<file path="src/rtl/axi_lite_slv_bridge_if.sv">
// AXI4-Lite channel bundle between an initiator (master) and axi_lite_slv_bridge (slave).
// A transfer occurs on a rising clk edge where VALID and READY are both 1; VALID never waits on READY and payload is stable while VALID is high.
interface axi_lite_slv_bridge_if;
  logic [31:0] s_awaddr;
  logic        s_awvalid;
  logic        s_awready;
  logic [31:0] s_wdata;
  logic [3:0]  s_wstrb;
  logic        s_wvalid;
  logic        s_wready;
  logic [1:0]  s_bresp;
  logic        s_bvalid;
  logic        s_bready;
  logic [31:0] s_araddr;
  logic        s_arvalid;
  logic        s_arready;
  logic [31:0] s_rdata;
  logic [1:0]  s_rresp;
  logic        s_rvalid;
  logic        s_rready;

  modport slave (
    input  s_awaddr, s_awvalid, s_wdata, s_wstrb, s_wvalid, s_bready,
           s_araddr, s_arvalid, s_rready,
    output s_awready, s_wready, s_bresp, s_bvalid, s_arready,
           s_rdata, s_rresp, s_rvalid
  );

  modport master (
    output s_awaddr, s_awvalid, s_wdata, s_wstrb, s_wvalid, s_bready,
           s_araddr, s_arvalid, s_rready,
    input  s_awready, s_wready, s_bresp, s_bvalid, s_arready,
           s_rdata, s_rresp, s_rvalid
  );
endinterface

</file>
<file path="src/rtl/axi_lite_slv_bridge.sv">
// AXI4-Lite slave that turns single read/write transactions into one-cycle
// strobes on a local register bus; one transaction outstanding at a time.
module axi_lite_slv_bridge #(
  parameter logic [31:0] BASE_ADDR = 32'h4000_0000,
  parameter int          LOCAL_AW  = 16
) (
  input  logic                 clk,
  input  logic                 rst,
  axi_lite_slv_bridge_if.slave s_axi,
  output logic [LOCAL_AW-1:0]  addr,
  output logic                 wr,
  output logic                 rd,
  output logic [31:0]          wdata,
  input  logic [31:0]          rdata,
  output logic [2:0]           o_dbg_state
);

  localparam logic [1:0] RESP_OKAY   = 2'b00;
  localparam logic [1:0] RESP_SLVERR = 2'b10;

  typedef enum logic [2:0] {
    S_IDLE, S_WAIT_W, S_WAIT_AW, S_WR_EXEC, S_WR_RESP, S_RD_EXEC, S_RD_RESP
  } state_t;

  state_t             r_state;
  state_t             w_next;
  logic [31:0]        r_awaddr;
  logic [31:0]        r_wd_lat;
  logic [3:0]         r_wstrb_lat;
  logic [LOCAL_AW-1:0] r_addr;
  logic [31:0]        r_wdata;
  logic               r_wr;
  logic               r_rd;
  logic               r_rd_ok;
  logic [1:0]         r_bresp;
  logic [31:0]        r_rdata;
  logic [1:0]         r_rresp;

  logic        w_idle;
  logic        w_aw_hs;
  logic        w_w_hs;
  logic        w_ar_hs;
  logic        w_wr_go;
  logic [31:0] w_wr_addr;
  logic [31:0] w_wr_data;
  logic [3:0]  w_wr_strb;
  logic        w_wr_ok;
  logic        w_rd_ok;

  assign w_idle = (r_state == S_IDLE);

  assign s_axi.s_awready = !rst && (w_idle || r_state == S_WAIT_AW);
  assign s_axi.s_wready  = !rst && (w_idle || r_state == S_WAIT_W);
  assign s_axi.s_arready = !rst && w_idle && !s_axi.s_awvalid && !s_axi.s_wvalid;

  assign w_aw_hs = s_axi.s_awvalid && s_axi.s_awready;
  assign w_w_hs  = s_axi.s_wvalid  && s_axi.s_wready;
  assign w_ar_hs = s_axi.s_arvalid && s_axi.s_arready;

  assign w_wr_go = (w_idle && w_aw_hs && w_w_hs) ||
                   (r_state == S_WAIT_W && w_w_hs) ||
                   (r_state == S_WAIT_AW && w_aw_hs);

  // Whichever channel arrived first was latched; the later one is still on the bus.
  assign w_wr_addr = (r_state == S_WAIT_W)  ? r_awaddr    : s_axi.s_awaddr;
  assign w_wr_data = (r_state == S_WAIT_AW) ? r_wd_lat    : s_axi.s_wdata;
  assign w_wr_strb = (r_state == S_WAIT_AW) ? r_wstrb_lat : s_axi.s_wstrb;

  assign w_wr_ok = (w_wr_addr[31:16] == BASE_ADDR[31:16]) && (w_wr_addr[1:0] == 2'b00) &&
                   (w_wr_strb == 4'hF);
  assign w_rd_ok = (s_axi.s_araddr[31:16] == BASE_ADDR[31:16]) && (s_axi.s_araddr[1:0] == 2'b00);

  always_comb begin
    w_next = r_state;
    case (r_state)
      S_IDLE: begin
        if (w_aw_hs && w_w_hs) w_next = S_WR_EXEC;
        else if (w_aw_hs)      w_next = S_WAIT_W;
        else if (w_w_hs)       w_next = S_WAIT_AW;
        else if (w_ar_hs)      w_next = S_RD_EXEC;
      end
      S_WAIT_W:  if (w_w_hs)  w_next = S_WR_EXEC;
      S_WAIT_AW: if (w_aw_hs) w_next = S_WR_EXEC;
      S_WR_EXEC: w_next = S_WR_RESP;
      S_WR_RESP: if (s_axi.s_bready) w_next = S_IDLE;
      S_RD_EXEC: w_next = S_RD_RESP;
      S_RD_RESP: if (s_axi.s_rready) w_next = S_IDLE;
      default:   w_next = S_IDLE;
    endcase
  end

  always_ff @(posedge clk) begin
    if (rst) r_state <= S_IDLE;
    else     r_state <= w_next;
  end

  always_ff @(posedge clk) begin
    if (rst) begin
      r_awaddr    <= '0;
      r_wd_lat    <= '0;
      r_wstrb_lat <= '0;
      r_addr      <= '0;
      r_wdata     <= '0;
      r_wr        <= 1'b0;
      r_rd        <= 1'b0;
      r_rd_ok     <= 1'b0;
      r_bresp     <= RESP_OKAY;
      r_rdata     <= '0;
      r_rresp     <= RESP_OKAY;
    end else begin
      r_wr <= 1'b0;
      r_rd <= 1'b0;
      if (w_idle && w_aw_hs && !w_w_hs) r_awaddr <= s_axi.s_awaddr;
      if (w_idle && w_w_hs && !w_aw_hs) begin
        r_wd_lat    <= s_axi.s_wdata;
        r_wstrb_lat <= s_axi.s_wstrb;
      end
      // Strobe and local address are registered at the handshake edge so they are valid during the EXEC cycle.
      if (w_wr_go) begin
        r_wr    <= w_wr_ok;
        r_bresp <= w_wr_ok ? RESP_OKAY : RESP_SLVERR;
        if (w_wr_ok) begin
          r_addr  <= w_wr_addr[LOCAL_AW-1:0];
          r_wdata <= w_wr_data;
        end
      end
      if (w_ar_hs) begin
        r_rd    <= w_rd_ok;
        r_rd_ok <= w_rd_ok;
        if (w_rd_ok) r_addr <= s_axi.s_araddr[LOCAL_AW-1:0];
      end
      if (r_state == S_RD_EXEC) begin
        r_rdata <= r_rd_ok ? rdata : 32'h0;
        r_rresp <= r_rd_ok ? RESP_OKAY : RESP_SLVERR;
      end
    end
  end

  assign addr  = r_addr;
  assign wdata = r_wdata;
  assign wr    = r_wr;
  assign rd    = r_rd;

  assign s_axi.s_bvalid = (r_state == S_WR_RESP);
  assign s_axi.s_bresp  = r_bresp;
  assign s_axi.s_rvalid = (r_state == S_RD_RESP);
  assign s_axi.s_rdata  = r_rdata;
  assign s_axi.s_rresp  = r_rresp;

  assign o_dbg_state = r_state;

endmodule

</file>
<file path="src/flat_wrapper.sv">
// flat-port wrapper written by rule: the top's interface ports become plain ports
module axi_lite_slv_bridge_flat 
#(
  parameter logic [31:0] BASE_ADDR = 32'h4000_0000,
  parameter int          LOCAL_AW  = 16
)
  (clk, rst, addr, wr, rd, wdata, rdata, o_dbg_state, s_axi_s_awaddr, s_axi_s_awvalid, s_axi_s_wdata, s_axi_s_wstrb, s_axi_s_wvalid, s_axi_s_bready, s_axi_s_araddr, s_axi_s_arvalid, s_axi_s_rready, s_axi_s_awready, s_axi_s_wready, s_axi_s_bresp, s_axi_s_bvalid, s_axi_s_arready, s_axi_s_rdata, s_axi_s_rresp, s_axi_s_rvalid);
  axi_lite_slv_bridge_if s_axi_i ();
  input  logic clk;
  input  logic rst;
  output logic [LOCAL_AW-1:0] addr;
  output logic wr;
  output logic rd;
  output logic [31:0] wdata;
  input  logic [31:0] rdata;
  output logic [2:0] o_dbg_state;
  input wire logic [$bits(s_axi_i.s_awaddr)-1:0] s_axi_s_awaddr;
  input wire logic [$bits(s_axi_i.s_awvalid)-1:0] s_axi_s_awvalid;
  input wire logic [$bits(s_axi_i.s_wdata)-1:0] s_axi_s_wdata;
  input wire logic [$bits(s_axi_i.s_wstrb)-1:0] s_axi_s_wstrb;
  input wire logic [$bits(s_axi_i.s_wvalid)-1:0] s_axi_s_wvalid;
  input wire logic [$bits(s_axi_i.s_bready)-1:0] s_axi_s_bready;
  input wire logic [$bits(s_axi_i.s_araddr)-1:0] s_axi_s_araddr;
  input wire logic [$bits(s_axi_i.s_arvalid)-1:0] s_axi_s_arvalid;
  input wire logic [$bits(s_axi_i.s_rready)-1:0] s_axi_s_rready;
  output wire logic [$bits(s_axi_i.s_awready)-1:0] s_axi_s_awready;
  output wire logic [$bits(s_axi_i.s_wready)-1:0] s_axi_s_wready;
  output wire logic [$bits(s_axi_i.s_bresp)-1:0] s_axi_s_bresp;
  output wire logic [$bits(s_axi_i.s_bvalid)-1:0] s_axi_s_bvalid;
  output wire logic [$bits(s_axi_i.s_arready)-1:0] s_axi_s_arready;
  output wire logic [$bits(s_axi_i.s_rdata)-1:0] s_axi_s_rdata;
  output wire logic [$bits(s_axi_i.s_rresp)-1:0] s_axi_s_rresp;
  output wire logic [$bits(s_axi_i.s_rvalid)-1:0] s_axi_s_rvalid;
  assign s_axi_i.s_awaddr = s_axi_s_awaddr;
  assign s_axi_i.s_awvalid = s_axi_s_awvalid;
  assign s_axi_i.s_wdata = s_axi_s_wdata;
  assign s_axi_i.s_wstrb = s_axi_s_wstrb;
  assign s_axi_i.s_wvalid = s_axi_s_wvalid;
  assign s_axi_i.s_bready = s_axi_s_bready;
  assign s_axi_i.s_araddr = s_axi_s_araddr;
  assign s_axi_i.s_arvalid = s_axi_s_arvalid;
  assign s_axi_i.s_rready = s_axi_s_rready;
  assign s_axi_s_awready = s_axi_i.s_awready;
  assign s_axi_s_wready = s_axi_i.s_wready;
  assign s_axi_s_bresp = s_axi_i.s_bresp;
  assign s_axi_s_bvalid = s_axi_i.s_bvalid;
  assign s_axi_s_arready = s_axi_i.s_arready;
  assign s_axi_s_rdata = s_axi_i.s_rdata;
  assign s_axi_s_rresp = s_axi_i.s_rresp;
  assign s_axi_s_rvalid = s_axi_i.s_rvalid;
  axi_lite_slv_bridge #(.BASE_ADDR(BASE_ADDR), .LOCAL_AW(LOCAL_AW)) u_core (.clk(clk), .rst(rst), .s_axi(s_axi_i), .addr(addr), .wr(wr), .rd(rd), .wdata(wdata), .rdata(rdata), .o_dbg_state(o_dbg_state));
endmodule
</file>
<file path="config.mk">
export PLATFORM = sky130hd
export DESIGN_NAME = axi_lite_slv_bridge_flat
export DESIGN_NICKNAME = d
export VERILOG_FILES = /design/src/rtl/axi_lite_slv_bridge_if.sv /design/src/rtl/axi_lite_slv_bridge.sv /design/src/flat_wrapper.sv
export SDC_FILE = /design/constraint.sdc
export NUM_CORES = 1
export LEC_CHECK = 0
export BUFFER_PORTS_ARGS = -buffer_cell sky130_fd_sc_hd__buf_2
export CAP_MARGIN = 10
export CORE_MARGIN = 8
export CORE_UTILIZATION = 34
export CTS_CLUSTER_DIAMETER = 80
export DETAILED_ROUTE_END_ITERATION = 8
export PLACE_DENSITY_LB_ADDON = 0.1
export SYNTH_ARGS = -nofsm -noshare
export SYNTH_HDL_FRONTEND = slang
export SYNTH_SLANG_ARGS = --single-unit
</file>
<file path="constraint.sdc">
create_clock -name clk -period 4 [get_ports clk]
set_input_delay 0.4 -clock clk [delete_from_list [all_inputs] [get_ports clk]]
set_output_delay 0.4 -clock clk [all_outputs]
set_load 0.005 [all_outputs]
</file>
==> run summary, run 1 <==
Initial antenna violation count = 1
Hold_ws = 0.1720 ns
DR WL met2 = 9212 um
Max FO, Critical Path = 48
Root buf cell = clkbuf_16
Initial Util = 34.27%
Number of DRC violations after detailed-routing iteration 0 = 244
Largest net degree at the start of global routing = 86
Pwr dens = 451.4 nW/um^2
Die Y = 152.6 um
Share of cells above drive strength 1 = 30.83%
Met3 WL = 1232 um
Row cnt = 50
Yosys reg bits = 156
Clock Sinks = 156
TritonCTS Buffers = 17
Post-CTS sizing = 0
Max cap viols = 0
Setup TNS = 0 ns
Lkg Pwr = 3.503 nW
Post-Synthesis Cells = 746
Placement Setup Slack = 0.8171 ns
Detailed-route via count = 5,766
Core ar. = 18,520 um^2
DRC Markers = 0
Worst path arrival time = 3.54 ns
Full die area = 23,290 um^2
Fillers = 1,887
Most common cell after layout, fill and taps aside = buf_2
Worst-margin pin slew = 1.190 ns
WL per Instance = 16.22 um
I/O pins = 233
Clk slew on worst S/H paths = 0.07 ns
Die width = 152.6 um
Syn Area/Cell = 8.507 um^2
Sequential share of the synthesized area = 49.21%
Outcome = finished, final reports clean
Clock Latency Late Sink = 0.42 ns
Min Tclk post-route = 3.176 ns
RSZ-0062 raised after global routing = no
Reg2reg setup slack = 0.82 ns
Synth unique cells = 40
Final worst slack = 0.8242 ns
Area Growth Syn to Fin = 30.84%
First-pass DRT Iterations = 4
First-pass GRT wire length = 30,620 um
Achievable frequency = 0.3149 GHz
Max Root-Sink Buffers = 2
Post-Synthesis Cell Area = 6346 um^2
Metal-1 WL = 8629 um
Detailed-route wire length = 19,390 um
Commonest non-fill, non-tap cells in the layout = 229 x buf_2, 188 x nand2_1, 156 x dfxtp_1, 106 x a21oi_1, 48 x mux2i_1
Setup-failing EPs final = 0
Clock skew = 0.01127 ns
CTS Hold Bufs = 0
Tot Pwr = 0.003748 W
HPWL Detailed = 13,400 um
Critical path launch point type = flip-flop
Number of global-route vias before repair = 5,709
GRT Residual Overflow = 0
Nets = 1,086
Post-CTS setup buffer count = 0
Ys Warns = 0
TritonCTS clock tree = yes
Worst Hold Class = primary input to flip-flop
H-tree depth = 4
Total GRT Usage = 16.17%
Fin. Hold Viols = 0
Ratio of final minimum period to clock period = 79.40%
Critical setup path kind = flip-flop to flip-flop
# port buffers = 230
Vias per cell = 4.825
ANT nets after route = 0
Worst EP required = 4.36 ns
Max-slew violations = 0
Peak supply drop = 0.3135 mV
Critical Path End Type = flip-flop
Relative slew slack = 20.59%
GPL Wtd Cong = 0.7104
Highest routing layer actually used = met5
-- power by group --
part	switching, W	leakage, nW	internal (W)
registers	0.0000317	1.26	0.00159
logic	0.000193	1.93	0.000163
clock network	0.000671	0.318	0.00110
total	0.000896	3.50	0.00285
-- metal layers --
| layer | vias to the layer above | GRT usage, % |
|---|---|---|
| li1 | 2972 | - |
| met1 | 2640 | 19.60 |
| met2 | 128 | 26.13 |
| met3 | 24 | 5.871 |
| met4 | 2 | 5.372 |
| met5 | - | 0 |
-- kinds of logic (layout without fill, tap and decap cells) --
logic type      Yosys count  in the layout  share of synthesized area (%)
simple gates            301            301                          22.83
mux                      62             62                          10.06
flops                   156            156                          49.21
buf+inv                  66            279                          4.278
other cells               1              3                        0.05909
compound gates          160            160                          13.56
-- registers in the layout (all words and copies together), names as in the netlist, 3 cells and up --
| signal | flops |
|---|---|
| u_core.addr | 16 |
| u_core.r_wstrb_lat | 4 |
| u_core.wdata | 32 |
| u_core.o_dbg_state | 3 |
| u_core.r_awaddr | 32 |
| u_core.r_wd_lat | 32 |
| u_core.s_axi.s_rdata | 32 |
-- worst paths after layout --
path,startpoint,end,cells past startpoint
hold reg to reg,u_core.s_axi.s_rdata[22]$_SDFFE_PP0P_,u_core.s_axi.s_rdata[22]$_SDFFE_PP0P_,2
hold / removal,s_axi_s_araddr[3],u_core.addr[3]$_SDFF_PP0_,3
setup reg to reg,u_core.o_dbg_state[0]$_SDFFE_PP0P_,u_core.addr[1]$_SDFF_PP0_,7
setup / recovery,u_core.o_dbg_state[0]$_SDFFE_PP0P_,u_core.addr[1]$_SDFF_PP0_,7
-- final cells by class --
class | count | area, um^2 | share of cell area (%)
Antenna cell | 1 | 2.502 | 0.03014
Tap cell | 234 | 292.8 | 3.526
Clock inverter | 12 | 181.4 | 2.185
Sequential cell | 156 | 3123 | 37.61
Multi-Input combinational cell | 525 | 2970 | 35.77
Clock buffer | 20 | 466.7 | 5.621
Timing Repair Buffer | 243 | 1251 | 15.07
Inverter | 4 | 15.01 | 0.1808
-- worst max-delay path: stages, from the launching register on --
cell	delay (ns)
dfxtp_1	0.71
nor3b_4	0.39
nand4b_1	0.16
nor4_1	0.09
o211ai_4	0.93
buf_4	0.43
nor2b_1	0.24
and3_1	0.17
-- cell usage after synthesis --
cell	n	area, um^2
nand2_1	188	705.7
dfxtp_1	156	3123
a21oi_1	106	530.5
clkbuf_1	50	187.7
mux2i_1	48	480.5
nand3_1	35	175.2
nand3b_1	34	255.2
o21ai_0	30	150.1
mux2_2	14	157.7
o31ai_1	14	105.1
nor4_1	10	62.56
nor2_1	8	30.03
buf_2	7	35.03
and3_1	6	37.54
buf_4	4	30.03
inv_1	3	11.26
nand4_1	3	18.77
o21ai_1	3	15.01
or4_1	3	22.52
a311oi_1	2	17.52
nor3b_1	2	15.01
nor4b_1	2	17.52
a2111oi_0	1	8.760
and2_1	1	6.260
buf_1	1	3.750
conb_1	1	3.750
inv_2	1	3.750
nand4b_1	1	8.760
nor2b_1	1	6.260
nor3_1	1	5.000
nor3_2	1	10.01
nor3_4	1	16.27
nor3b_4	1	18.77
nor4_4	1	21.27
o211ai_2	1	12.51
o21a_1	1	7.510
o21bai_1	1	7.510
o22ai_1	1	6.260
or3_1	1	6.260
or4b_2	1	10.01
-- per-stage QoR --
step,utilization [%],instances,instance area [um^2]
final,44.84,1195,8303
after global routing,44.82,1194,8300
after CTS,44.82,1194,8300
after detailed placement,41.32,1162,7652
after global placement,41.32,1162,7652
after floorplan,-,747,6350
Note: power is estimated with default switching activity, not from simulation.
==> inputs of run 2 (changes only) <==
Clock period 4 ns to 3.09 ns, I/O delays scaled along.
==> run 2 against run 1 <==
  * Global-route usage decreased by 0.15 points
  * Register-to-register slack got worse by 0.25 ns
  * Maximum frequency increased by 26%
  * Clock power increased by 11%
  * Sequential cell count unchanged
  * Combinational power increased by 36%
  * Cell count increased by 0.25%
  * Core utilization decreased by 0.32 points
  * Total power increased by 21%
  * Hold slack got worse by 0.081 ns
  * Non-clock buffer count increased by 3
  * Critical path type unchanged
==> run summary, run 2 (synthesis results as in run 1) <==
Outcome = finished, final reports clean
Share of cells above drive strength 1 = 30.84%
Critical-path cell list = and2_1 > nor4_1 > o211ai_4 > buf_12 > nand3b_1 > o21ai_0
Detailed-route wire length = 19,200 um
Largest net degree at the start of global routing = 74
Reg2reg setup slack = 0.57 ns
Worst Hold Class = primary input to flip-flop
Worst EP required = 3.38 ns
WP depth = 6
Achievable frequency = 0.3968 GHz
Number of global-route vias before repair = 5,642
Final worst slack = 0.5697 ns
Critical path launch point type = flip-flop
Cell count of the worst reg-to-reg path = 6
Area Growth Syn to Fin = 29.91%
Slowest stage delay, CP = 0.75 ns
Critical path's slowest cell = nor4_1
Ratio of final minimum period to clock period = 81.56%
Post-CTS setup buffer count = 0
H-tree depth = 4
Die width = 152.6 um
Critical setup path kind = flip-flop to flip-flop
Full die area = 23,290 um^2
GRT Residual Overflow = 0
Max FO, Critical Path = 65
Placement Setup Slack = 0.5771 ns
CP delay by family, top = simple AND/OR/NAND/NOR gates
WL per Instance = 16.03 um
Initial antenna violation count = 1
I/O pins = 233
Nets = 1,089
TritonCTS Buffers = 17
Worst-margin pin slew = 0.9093 ns
Crit path from = u_core.o_dbg_state[1]$_SDFFE_PP0P_
GPL Wtd Cong = 0.7636
Core ar. = 18,520 um^2
Detailed-route via count = 5,749
Post-CTS sizing = 0
First-pass DRT Iterations = 4
ANT nets after route = 0
Commonest non-fill, non-tap cells in the layout = 229 x buf_2, 188 x nand2_1, 156 x dfxtp_1, 106 x a21oi_1, 48 x mux2i_1
Row cnt = 50
R2r endpoint = u_core.wdata[30]$_SDFFE_PP0P_
HPWL Detailed = 13,300 um
Number of DRC violations after detailed-routing iteration 0 = 309
Lkg Pwr = 3.474 nW
DRC Markers = 0
Buf/Inv on CP = 1
Max cap viols = 0
Min-Delay Startpoint = s_axi_s_araddr[6]
Die Y = 152.6 um
Reg-to-reg startpoint = u_core.o_dbg_state[1]$_SDFFE_PP0P_
Min Tclk post-route = 2.520 ns
End of the critical path = u_core.wdata[30]$_SDFFE_PP0P_
RSZ-0062 raised after global routing = no
Most common cell after layout, fill and taps aside = buf_2
Initial Util = 34.27%
Worst path arrival time = 2.81 ns
Fin. Hold Viols = 0
TritonCTS clock tree = yes
Max Root-Sink Buffers = 2
Max-slew violations = 0
Critical Path End Type = flip-flop
Setup-failing EPs final = 0
Root buf cell = clkbuf_16
# port buffers = 230
Clk slew on worst S/H paths = 0.06 ns
Total GRT Usage = 16.02%
Clock skew = 0.007981 ns
Peak supply drop = 0.3492 mV
Clock Sinks = 156
Relative slew slack = 38.82%
First-pass GRT wire length = 30,550 um
Vias per cell = 4.799
Setup TNS = 0 ns
Pwr dens = 548.9 nW/um^2
Clock Latency Late Sink = 0.41 ns
CTS Hold Bufs = 0
==> run 2: changes by cell type in the layout (fill, tap and decap cells not counted), moves of 2 or more <==
cell,delta
inv_6,-3
bufinv_16,-3
buf_4,+2
clkinv_2,+3
clkbuf_1,+2
clkinvlp_4,+3
==> run 2: report_power, final <==
group	leakage, nW	internal [W]	switching [W]	total (W)
combinational	1.95	0.000217	0.000267	0.000483
clock	0.265	0.00115	0.000815	0.00196
sequential	1.26	0.00205	0.0000274	0.00208
total	3.47	0.00342	0.00111	0.00453
==> run 2: how the worst min path moves through the flow <==
stage                                            end  cells past startpoint
4_1_cts                    u_core.addr[8]$_SDFF_PP0_                      3
3_3_place_gp    u_core.s_axi.s_rdata[8]$_SDFFE_PP0P_                      2
6_report                   u_core.addr[6]$_SDFF_PP0_                      3
5_1_grt                    u_core.addr[7]$_SDFF_PP0_                      3
3_5_place_dp   u_core.s_axi.s_rdata[22]$_SDFFE_PP0P_                      2
2_1_floorplan             u_core.addr[10]$_SDFF_PP0_                      2
==> run 2: worst min-delay path: stages <==
cell and delay [ns]:
buf_2 0.07, nand2_1 0.04, o31ai_1 0.05
==> run 2: per-layer routing <==
layer | share of wire [%] | track usage, % | wire length [um] | vias up
met5 | 0 | 0 | 0 | -
met4 | 1.4 | 5.655 | 272 | 0
met3 | 5.9 | 5.275 | 1139 | 18
met2 | 47 | 25.64 | 9015 | 131
met1 | 46 | 19.81 | 8777 | 2624
li1 | - | - | - | 2976
==> run 2: through the flow <==
step / hold slack, ns / util (%) / power (W) / std cells / cell area, um^2
finish: 0.09095 / 44.52 / 0.004525 / 1198 / 8244
global route: 0.08288 / 44.52 / 0.004724 / 1198 / 8244
detailed placement: 0.4404 / 41.51 / 0.002617 / 1165 / 7687
CTS: 0.06670 / 44.51 / 0.004597 / 1197 / 8242
global placement: 0.4357 / 41.51 / 0.002617 / 1165 / 7687
floorplan: 0.4175 / - / 0.002408 / 747 / 6350
==> run 2: cell type report <==
type                            count  area (um^2)
Antenna cell                        1        2.502
Clock buffer                       21        460.4
Clock inverter                     11        93.84
Fill cell                        1923        10270
Inverter                            4        15.01
Multi-Input combinational cell    525         2970
Sequential cell                   156         3123
Tap cell                          234        292.8
Timing Repair Buffer              246         1286
==> inputs of run 3 (changes only) <==
Clock period 3.09 ns to 2.35 ns, I/O delays scaled along.
==> run 3 against run 2 <==
  * Critical endpoint is now u_core.addr[15]$_SDFF_PP0_
  * Sequential cell count unchanged
  * Global-route usage increased by 0.58 points
  * Count of clock-buffer cells in the layout shrank 3
  * First-iteration DRC count decreased by 12%
  * Cell count is 0.58% higher
  * Hold slack worse by 0.075 ns
  * Via count increased by 1.4%
  * Clock power increased by 37%
  * Critical path depth up 2
  * Sequential power grew 31%
==> run summary, run 3 (synthesis results as in run 1) <==
Most common cell after layout, fill and taps aside = buf_2
Critical-path cell list = nor3b_4 > nand4b_1 > nor4_1 > buf_4 > o211ai_4 > buf_4 > mux2i_1 > o31ai_1
Max-slew violations = 0
H-tree depth = 4
First-pass GRT wire length = 31,480 um
Multi-input gate area = 2985 um^2
Clock skew = 0.01372 ns
CP delay by family, top = simple AND/OR/NAND/NOR gates
Largest net degree at the start of global routing = 82
Peak supply drop = 0.4923 mV
Total GRT Usage = 16.60%
Initial Util = 34.27%
Post-CTS setup buffer count = 0
Hold path endpoint = u_core.addr[11]$_SDFF_PP0_
ANT nets after route = 0
Worst hold stages = 3
Number of DRC violations after detailed-routing iteration 0 = 273
I/O pins = 233
Worst EP required = 2.63 ns
Worst path arrival time = 2.31 ns
Area Growth Syn to Fin = 31.90%
Fin. Hold Viols = 0
Cell count of the worst reg-to-reg path = 8
Max FO, Critical Path = 7
Commonest non-fill, non-tap cells in the layout = 229 x buf_2, 188 x nand2_1, 156 x dfxtp_1, 106 x a21oi_1, 48 x mux2i_1
Outcome = finished, final reports clean
R2r endpoint = u_core.addr[15]$_SDFF_PP0_
TritonCTS Buffers = 17
Core ar. = 18,520 um^2
Buf/Inv on CP = 2
Vias per cell = 4.840
Setup-failing EPs final = 0
Fillers = 1,915
Detailed-route wire length = 19,700 um
Detailed-route via count = 5,832
Critical Path End Type = flip-flop
Number of global-route vias before repair = 5,868
Worst-margin pin slew = 0.8258 ns
Worst Hold Class = primary input to flip-flop
DRC Markers = 0
Row cnt = 50
Antenna diodes = 0
Clock Sinks = 156
Pwr dens = 725.2 nW/um^2
Die Y = 152.6 um
Die width = 152.6 um
Min Tclk post-route = 2.026 ns
Full die area = 23,290 um^2
# port buffers = 230
Critical setup path kind = flip-flop to flip-flop
GRT Residual Overflow = 0
First-pass DRT Iterations = 4
Relative slew slack = 44.95%
Min-Delay Startpoint = s_axi_s_araddr[11]
Reg-to-reg startpoint = u_core.o_dbg_state[2]$_SDFFE_PP0P_
Ratio of final minimum period to clock period = 86.20%
Reg2reg setup slack = 0.32 ns
Max cap viols = 0
Nets = 1,097
WL per Instance = 16.35 um
Share of cells above drive strength 1 = 31.41%
Crit-path most repeated cell = buf_4
Clock Latency Late Sink = 0.42 ns
HPWL Detailed = 13,520 um
TritonCTS clock tree = yes
Setup TNS = 0 ns
RSZ-0062 raised after global routing = no
Critical path's slowest cell = dfxtp_1
Flip-flop and latch area = 3123 um^2
Achievable frequency = 0.4937 GHz
Max Root-Sink Buffers = 2
GPL Wtd Cong = 0.7764
Root buf cell = clkbuf_16
Final core utilization = 45.20%
Crit path from = u_core.o_dbg_state[2]$_SDFFE_PP0P_
Slowest stage delay, CP = 0.37 ns
Lkg Pwr = 3.529 nW
Clk slew on worst S/H paths = 0.06 ns
Critical path launch point type = flip-flop
Initial antenna violation count = 0
==> run 3: cell types whose count changed in the layout (fill, tap and decap cells not counted) <==
cell / previous run / this run
buf_12: 1 / 3
buf_4: 16 / 19
clkbuf_1: 2 / 0
clkbuf_8: 2 / 1
clkinv_2: 5 / 2
clkinv_4: 0 / 3
diode_2: 1 / 0
dlygate4sd3_1: 0 / 3
inv_6: 1 / 2
inv_8: 0 / 2
nor4_1: 10 / 9
nor4_4: 1 / 2
==> run 3: report_power, final <==
group / internal, W / switching, W / leakage (nW) / total, W
registers: 0.00270 / 0.0000303 / 1.26 / 0.00273
logic: 0.000297 / 0.000364 / 2.00 / 0.000661
clock network: 0.00151 / 0.00117 / 0.273 / 0.00268
==> run 3: stage by stage <==
stage / cells / total power, W / area [um^2] / hold WS (ns) / setup WS (ns)
CTS: 1205 / 0.006173 / 8356 / 0.00009370 / 0.1131
finish: 1205 / 0.006070 / 8371 / 0.01640 / 0.3244
detailed placement: 1170 / 0.003454 / 7750 / 0.4405 / 0.1382
global placement: 1170 / 0.003456 / 7750 / 0.4362 / 0.2250
global route: 1205 / 0.006353 / 8371 / 0.003558 / 0.06715
floorplan: 747 / 0.003167 / 6350 / 0.3435 / 0.3262
==> run 3: worst register-to-register path, stage by stage (launching register included) <==
cell,delay [ns]
dfxtp_1,0.37
nor3b_4,0.32
nand4b_1,0.16
nor4_1,0.05
buf_4,0.14
o211ai_4,0.37
buf_4,0.22
mux2i_1,0.19
o31ai_1,0.08
==> run 3: area by class of cell <==
type / instances / area share [%]
clock buffer: 18 / 5.247
clock inverter: 14 / 1.629
inverter: 4 / 0.1794
multi-input combinational: 525 / 35.67
sequential: 156 / 37.31
tap: 234 / 3.498
timing repair buffer: 254 / 16.47
==> run 3: layer usage <==
layer | GRT usage [%] | wire [um] | share of wire (%)
met5 | 0 | 0 | 0
met3 | 6.126 | 1282 | 6.5
met1 | 20.34 | 8891 | 45
met2 | 26.83 | 9340 | 47
met4 | 4.665 | 187 | 0.95
==> run 3: what timing repair did <==
action / in CTS / in global routing
endpoints found under the setup margin: 0 / 47
hold buffers: 3 / 0
gates resized for setup: 0 / 2
endpoints found under the hold margin: 3 / 0
==> run 3: how the worst max path moves through the flow <==
stage | slack (ns) | depth (start not counted) | end
floorplan | 0.33 | 7 | u_core.addr[10]$_SDFF_PP0_
CTS | 0.11 | 6 | u_core.wdata[28]$_SDFFE_PP0P_
finish | 0.32 | 8 | u_core.addr[15]$_SDFF_PP0_
global route | 0.07 | 7 | u_core.addr[13]$_SDFF_PP0_
global placement | 0.22 | 6 | u_core.addr[7]$_SDFF_PP0_
detailed placement | 0.14 | 6 | u_core.addr[13]$_SDFF_PP0_
